`src/rtl/set_multi_if.sv`:
```
// Host-side bundle for set_multi: start request, three packed circles, mode in;
// busy/valid/candidate out. The host drives master, the counter is the slave.
interface set_multi_if #(
    parameter int CW    = 4,
    parameter int RW    = 4,
    parameter int CNT_W = 8
);
    logic               en;
    logic [6*CW-1:0]    central;
    logic [3*RW-1:0]    radius;
    logic [2:0]         mode;
    logic               busy;
    logic               valid;
    logic [CNT_W-1:0]   candidate;

    modport master (
        output en, central, radius, mode,
        input  busy, valid, candidate
    );

    modport slave (
        input  en, central, radius, mode,
        output busy, valid, candidate
    );
endinterface

```
`src/rtl/set_multi.sv`:
```
// Counts GRID x GRID lattice points satisfying a set operation over three circles.
// One point per cycle, result 65 edges after capture at GRID=8; en is dropped while busy.
module set_multi #(
    parameter int GRID  = 8,
    parameter int CW    = 4,
    parameter int RW    = 4,
    parameter int CNT_W = 8
) (
    input  logic       clk,
    input  logic       rst,
    set_multi_if.slave bus
);
    localparam int DW = (2*CW+3 > 2*RW) ? 2*CW+3 : 2*RW;
    localparam logic [CW-1:0] LAST = CW'(GRID);
    localparam logic [CW-1:0] FIRST = CW'(1);

    typedef enum logic [1:0] {IDLE, SCAN, DONE} state_t;

    state_t             r_state;
    logic [6*CW-1:0]    r_central;
    logic [3*RW-1:0]    r_radius;
    logic [2:0]         r_mode;
    logic [CW-1:0]      r_x;
    logic [CW-1:0]      r_y;
    logic               r_drain;
    logic               r_hit;
    logic [CNT_W-1:0]   r_cnt;
    logic [CNT_W-1:0]   r_candidate;
    logic               r_valid;

    logic [2:0]         w_in;
    logic               w_hit;

    // Index 0 is circle A, 1 is B, 2 is C.
    for (genvar i = 0; i < 3; i++) begin : g_circle
        logic [CW-1:0]      w_cx;
        logic [CW-1:0]      w_cy;
        logic [RW-1:0]      w_r;
        logic signed [CW:0] w_dx;
        logic signed [CW:0] w_dy;
        logic [CW:0]        w_ax;
        logic [CW:0]        w_ay;
        logic [DW-1:0]      w_ex;
        logic [DW-1:0]      w_ey;
        logic [DW-1:0]      w_er;
        logic [DW-1:0]      w_d2;
        logic [DW-1:0]      w_r2;

        assign w_cx = r_central[(6-2*i)*CW-1 -: CW];
        assign w_cy = r_central[(5-2*i)*CW-1 -: CW];
        assign w_r  = r_radius[(3-i)*RW-1 -: RW];

        assign w_dx = $signed({1'b0, w_cx}) - $signed({1'b0, r_x});
        assign w_dy = $signed({1'b0, w_cy}) - $signed({1'b0, r_y});
        assign w_ax = w_dx[CW] ? $unsigned(-w_dx) : $unsigned(w_dx);
        assign w_ay = w_dy[CW] ? $unsigned(-w_dy) : $unsigned(w_dy);

        assign w_ex = {{(DW-CW-1){1'b0}}, w_ax};
        assign w_ey = {{(DW-CW-1){1'b0}}, w_ay};
        assign w_er = {{(DW-RW){1'b0}}, w_r};

        assign w_d2 = (w_ex * w_ex) + (w_ey * w_ey);
        assign w_r2 = w_er * w_er;
        assign w_in[i] = (w_d2 <= w_r2);
    end

    always_comb begin
        w_hit = 1'b0;
        case (r_mode)
            3'd0:    w_hit = w_in[0];
            3'd1:    w_hit = w_in[0] & w_in[1];
            3'd2:    w_hit = w_in[0] ^ w_in[1];
            3'd3:    w_hit = w_in[0] | w_in[1];
            3'd4:    w_hit = (w_in == 3'b011) | (w_in == 3'b101) | (w_in == 3'b110);
            3'd5:    w_hit = &w_in;
            default: w_hit = 1'b0;
        endcase
    end

    // The membership bit is registered before accumulation, so the scan needs
    // one drain cycle after the last point before the result can be published.
    always_ff @(posedge clk) begin
        if (rst) begin
            r_state     <= IDLE;
            r_central   <= '0;
            r_radius    <= '0;
            r_mode      <= '0;
            r_x         <= FIRST;
            r_y         <= FIRST;
            r_drain     <= 1'b0;
            r_hit       <= 1'b0;
            r_cnt       <= '0;
            r_candidate <= '0;
            r_valid     <= 1'b0;
        end else begin
            case (r_state)
                IDLE: begin
                    r_valid <= 1'b0;
                    if (bus.en) begin
                        r_central <= bus.central;
                        r_radius  <= bus.radius;
                        r_mode    <= bus.mode;
                        r_x       <= FIRST;
                        r_y       <= FIRST;
                        r_drain   <= 1'b0;
                        r_hit     <= 1'b0;
                        r_cnt     <= '0;
                        r_state   <= SCAN;
                    end
                end
                SCAN: begin
                    r_cnt <= r_cnt + CNT_W'(r_hit);
                    if (r_drain) begin
                        r_candidate <= r_cnt + CNT_W'(r_hit);
                        r_valid     <= 1'b1;
                        r_state     <= DONE;
                    end else begin
                        r_hit <= w_hit;
                        if (r_x == LAST) begin
                            r_x <= FIRST;
                            if (r_y == LAST) begin
                                r_drain <= 1'b1;
                            end else begin
                                r_y <= r_y + 1'b1;
                            end
                        end else begin
                            r_x <= r_x + 1'b1;
                        end
                    end
                end
                DONE: begin
                    r_valid <= 1'b0;
                    r_state <= IDLE;
                end
                default: begin
                    r_valid <= 1'b0;
                    r_state <= IDLE;
                end
            endcase
        end
    end

    assign bus.busy      = (r_state != IDLE);
    assign bus.valid     = r_valid;
    assign bus.candidate = r_candidate;
endmodule

```
`src/flat_wrapper.sv`:
```
// flat-port wrapper written by rule: the top's interface ports become plain ports
module set_multi_flat 
#(
    parameter int GRID  = 8,
    parameter int CW    = 4,
    parameter int RW    = 4,
    parameter int CNT_W = 8
)
  (clk, rst, bus_en, bus_central, bus_radius, bus_mode, bus_busy, bus_valid, bus_candidate);
  set_multi_if #(.CW(CW), .RW(RW), .CNT_W(CNT_W)) bus_i ();
  input  logic clk;
  input  logic rst;
  input wire logic [$bits(bus_i.en)-1:0] bus_en;
  input wire logic [$bits(bus_i.central)-1:0] bus_central;
  input wire logic [$bits(bus_i.radius)-1:0] bus_radius;
  input wire logic [$bits(bus_i.mode)-1:0] bus_mode;
  output wire logic [$bits(bus_i.busy)-1:0] bus_busy;
  output wire logic [$bits(bus_i.valid)-1:0] bus_valid;
  output wire logic [$bits(bus_i.candidate)-1:0] bus_candidate;
  assign bus_i.en = bus_en;
  assign bus_i.central = bus_central;
  assign bus_i.radius = bus_radius;
  assign bus_i.mode = bus_mode;
  assign bus_busy = bus_i.busy;
  assign bus_valid = bus_i.valid;
  assign bus_candidate = bus_i.candidate;
  set_multi #(.GRID(GRID), .CW(CW), .RW(RW), .CNT_W(CNT_W)) u_core (.clk(clk), .rst(rst), .bus(bus_i));
endmodule
```
`config.mk`:
```
export PLATFORM = sky130hd
export DESIGN_NAME = set_multi_flat
export DESIGN_NICKNAME = d
export VERILOG_FILES = /design/src/rtl/set_multi_if.sv /design/src/rtl/set_multi.sv /design/src/flat_wrapper.sv
export SDC_FILE = /design/constraint.sdc
export NUM_CORES = 1
export LEC_CHECK = 0
export ABC_CLOCK_PERIOD_IN_PS = 8300
export BUFFER_PORTS_ARGS = -buffer_cell sky130_fd_sc_hd__buf_2
export CAP_MARGIN = 20
export CORE_MARGIN = 2
export CORE_UTILIZATION = 24
export DETAILED_ROUTE_END_ITERATION = 8
export GPL_ROUTABILITY_DRIVEN = 0
export SLEW_MARGIN = 40
export SYNTH_ARGS = -nofsm -noshare
export SYNTH_HDL_FRONTEND = slang
export SYNTH_SLANG_ARGS = --single-unit
```
`constraint.sdc`:
```
create_clock -name clk -period 8.3 [get_ports clk]
set_input_delay 1.245 -clock clk [delete_from_list [all_inputs] [get_ports clk]]
set_output_delay 1.245 -clock clk [all_outputs]
set_load 0.02 [all_outputs]
```
==> impl.org <==
** Critical path
- CP Max Fanout :: 6
- STA classifies the critical path startpoint as a flip-flop.
- Cell depth of the worst flop-to-flop path :: 30
- Worst Path Arrival :: 8.14 ns
- R2r startpoint :: u_core.r_y[1]
- The worst setup path is captured at a flip-flop.
- Cell type of the slowest stage on the worst timing path :: sky130_fd_sc_hd__fa_1
- Worst reg2reg endpoint :: u_core.r_hit
- The critical path starts at u_core.r_y[1].
- Stage delay of the slowest cell on the critical path :: 0.55 ns
- FF-to-FF setup slack :: 0.46 ns
- Required time of the worst setup path :: 8.60 ns
- The setup path with the least slack is of type reg2reg.

** Synth
- During synthesis, Yosys emitted a total of 0 warnings.
- The most common cell in the synthesized netlist is sky130_fd_sc_hd__ha_1.
- Portion of the post-synthesis area used by sequential elements :: 15.9%
- After synthesis the netlist holds a flip-flop and latch count of 68.
- After synthesis, the netlist uses 66 different library cells.
- Summing the areas of all and, or, nand and nor instances in the mapped netlist gives 22.2% of the synthesized area.
- Xor/xnor share of the synthesized area :: 8.79%
- Share of cell area taken by muxes after synthesis :: 0.586%
- Post-synthesis share of cell area spent on full adders, half adders and majority gates :: 30.1%
- In this run, synthesis inferred 0 flip-flops with an integrated enable.
- Post-Syn Area per Cell :: 7.94 um^2
- Dominant combinational cell family by area after synthesis :: adder cells
- Ranking of synthesized cells by instance count :: sky130_fd_sc_hd__ha_1, sky130_fd_sc_hd__nand2_1, sky130_fd_sc_hd__nor2_1, sky130_fd_sc_hd__inv_1, sky130_fd_sc_hd__a21oi_1
- Count of mapped cells out of synthesis :: 1,076
- Summing the areas of all compound-gate instances in the mapped netlist gives 17.3% of the synthesized area.
- Summed over its instances, the top area cell type makes up 22.1% of the synthesized netlist area.
- After synthesis, the cell types taking the most area are sky130_fd_sc_hd__ha_1, sky130_fd_sc_hd__dfxtp_1, sky130_fd_sc_hd__fa_1, sky130_fd_sc_hd__a21oi_1, sky130_fd_sc_hd__nand2_1.
- Of all cell types, the one taking the most synthesized area is sky130_fd_sc_hd__ha_1.
- Share of synthesized flip-flops with an asynchronous set or reset :: 0%
- After synthesis the cells add up to 0.00854 mm^2.
- Dominant register cell in the synthesized netlist :: sky130_fd_sc_hd__dfxtp_1

** GRT
- Final global-route overflow total :: 0
- The number of global-route vias before repair was 7,366.
- Antenna violations before repair :: 0
- Entering global routing, the biggest net connects 68 pins.
- Wire length of the first global-routing pass :: 35,400 um
- Overall global routing resource usage :: 11.7%

** Routing
- For this run, design rule violations remaining after detail routing come to 0.
- In this run, the number of DRC markers left after iteration 0 of detailed routing was 390.
- WL/cell :: 13.2 um
- The first detailed-routing pass took 5 iterations.
- Post-detailed-routing wire length :: 21,000 um
- The routed layout has 7,338 vias.
- Once detail routing completed, the nets flagged for antenna violations numbered 0.
- Via count normalized by instance count :: 4.59

** Clock tree
- Worst-path clk slew :: 0.06 ns
- The H-tree was split into 3 levels.
- Clock Sinks :: 68
- Clock latency reported for the late side of the worst-skew pair :: 0.35 ns
- The number of hold buffers added after CTS was 0.
- The longest clock path from root to sink contains 2 buffers.
- CTS tree :: yes
- Clock tree synthesis inserted a total of 9 buffers.
- CTS placed an instance of sky130_fd_sc_hd__clkbuf_16 at the clock tree root.

** Timing
- The number of hold-slack violations in the final timing report was 0.
- Max frequency :: 128 MHz
- Least setup slack across all paths after layout :: 0.458 ns
- The max-slew violation count is 0.
- Worst Clk Skew :: 0.00681 ns
- Setup violations remaining at the end of the flow were counted as 0.
- The clock period could shrink to 7.84 ns.
- Worst slew pin tran :: 0.766 ns
- Setup repair after global routing left no endpoint under its margin.
- Dividing the final minimum period by the clock period gives 94.5%.
- Rel. slew slack :: 48.9%
- Setup TNS :: 0 ns

** Cells and area
- Layout cells sized above 1 :: 10.6%
- At the end of the flow, the number of nets in the layout was 1,359.
- Antenna cells :: 0
- Post-synthesis to final-layout area growth :: 14.1%
- Measured on the finished design, the core utilization comes to 27.6%.

** Floorplan
- Die Y :: 193 um
- Starting density of the core :: 24.2%
- Top-Level Pins :: 52
- The floorplan step defined a core boundary enclosing 0.0353 mm^2.
- Total die area :: 0.0371 mm^2
- After floorplanning, the core was divided into 69 placement rows.
- Die width :: 193 um

** Flow run
- Across the run, the number of max-cap violations was 0.

** Min path
- In this run the worst hold path is classified as reg2reg.
- Hold path start :: u_core.r_central[10]
- The worst hold path terminates at u_core.r_central[10].
- Hold path cells :: 2

** Placement
- Placement-stage worst setup slack :: 0.218 ns
- Summed over all nets, the half-perimeter wirelength after detailed placement is 16,700 um.
- Buffers placed on the I/O ports in this run total 51.

** Status
- Status :: finished clean
[cell families after synthesis]
family,Yosys count
mux,5
xor+xnor,84
flops,68
other cells,1
simple gates,388
compound gates,230
fa+ha+maj,185
buf+inv,115
[metal layers]
layer  part of all wire (%)  vias to the layer above  global-route usage, %
met5                      0                        -                      0
met4                    1.7                        0                   2.91
met3                    3.8                       28                   1.91
met2                     44                      135                   18.9
met1                     51                     3368                   16.3
li1                       -                     3807                      -
[registers in the layout, indices dropped and copies added, names as in the netlist]
signal / flops
u_core.r_state: 2
u_core.r_y: 4
u_core.bus.candidate: 8
u_core.r_x: 4
u_core.r_hit: 1
u_core.bus.valid: 1
u_core.r_radius: 12
u_core.r_mode: 3
u_core.r_central: 24
u_core.r_cnt: 8
u_core.r_drain: 1
[repair_timing]
action	in CTS	in global routing
endpoints found under the setup margin	0	1
setup buffers	0	3
gates resized for setup	0	14
[per-stage QoR]
stage,hold WS [ns],cells,area [um^2]
2_1_floorplan,0.436,1081,8560
3_5_place_dp,0.454,1579,9370
3_3_place_gp,0.445,1579,9360
5_1_grt,0.483,1598,9750
6_report,0.463,1598,9750
4_1_cts,0.464,1595,9680
[worst max-delay path by stage]
stage	to	depth (start not counted)
after floorplan	u_core.r_hit	33
after global placement	u_core.r_hit	33
after detailed placement	u_core.r_hit	32
after CTS	u_core.r_hit	32
after global routing	u_core.r_hit	31
final	u_core.r_hit	30
[cells in the final DEF (no fill, tap or decap), types with 9 or more instances in the layout]
cell,n
sky130_fd_sc_hd__ha_1,151
sky130_fd_sc_hd__nand2_1,118
sky130_fd_sc_hd__nor2_1,99
sky130_fd_sc_hd__inv_1,94
sky130_fd_sc_hd__a21oi_1,92
sky130_fd_sc_hd__dfxtp_1,65
sky130_fd_sc_hd__buf_2,51
sky130_fd_sc_hd__xnor2_1,50
sky130_fd_sc_hd__fa_1,34
sky130_fd_sc_hd__nor2b_1,31
sky130_fd_sc_hd__xor2_1,31
sky130_fd_sc_hd__a21o_1,28
sky130_fd_sc_hd__o21ai_0,28
sky130_fd_sc_hd__nand2b_1,26
sky130_fd_sc_hd__nand3_1,19
sky130_fd_sc_hd__and2_1,16
sky130_fd_sc_hd__or2_2,14
sky130_fd_sc_hd__nor3_1,13
sky130_fd_sc_hd__a211oi_1,11
sky130_fd_sc_hd__a31oi_1,10
sky130_fd_sc_hd__clkbuf_16,9
[final cells by class]
class / count / area (um^2)
Clock inverter: 7 / 83.8
Tap cell: 461 / 577
Fill cell: 3757 / 25600
Multi-Input combinational cell: 898 / 6820
Clock buffer: 9 / 225
Timing Repair Buffer: 59 / 315
Sequential cell: 68 / 1370
Inverter: 96 / 360
[critical path, delay by kind of cell, from the launching register on]
kind / cells / cell delay (ns)
xor+xnor: 4 / 1.02
simple gates: 6 / 0.93
fa+ha+maj: 8 / 3.12
flops: 1 / 0.44
buf+inv: 2 / 0.16
compound gates: 10 / 2.10
Power is not shown: default switching activity piles up to over one toggle a cycle in this logic, so the estimate is an artifact.
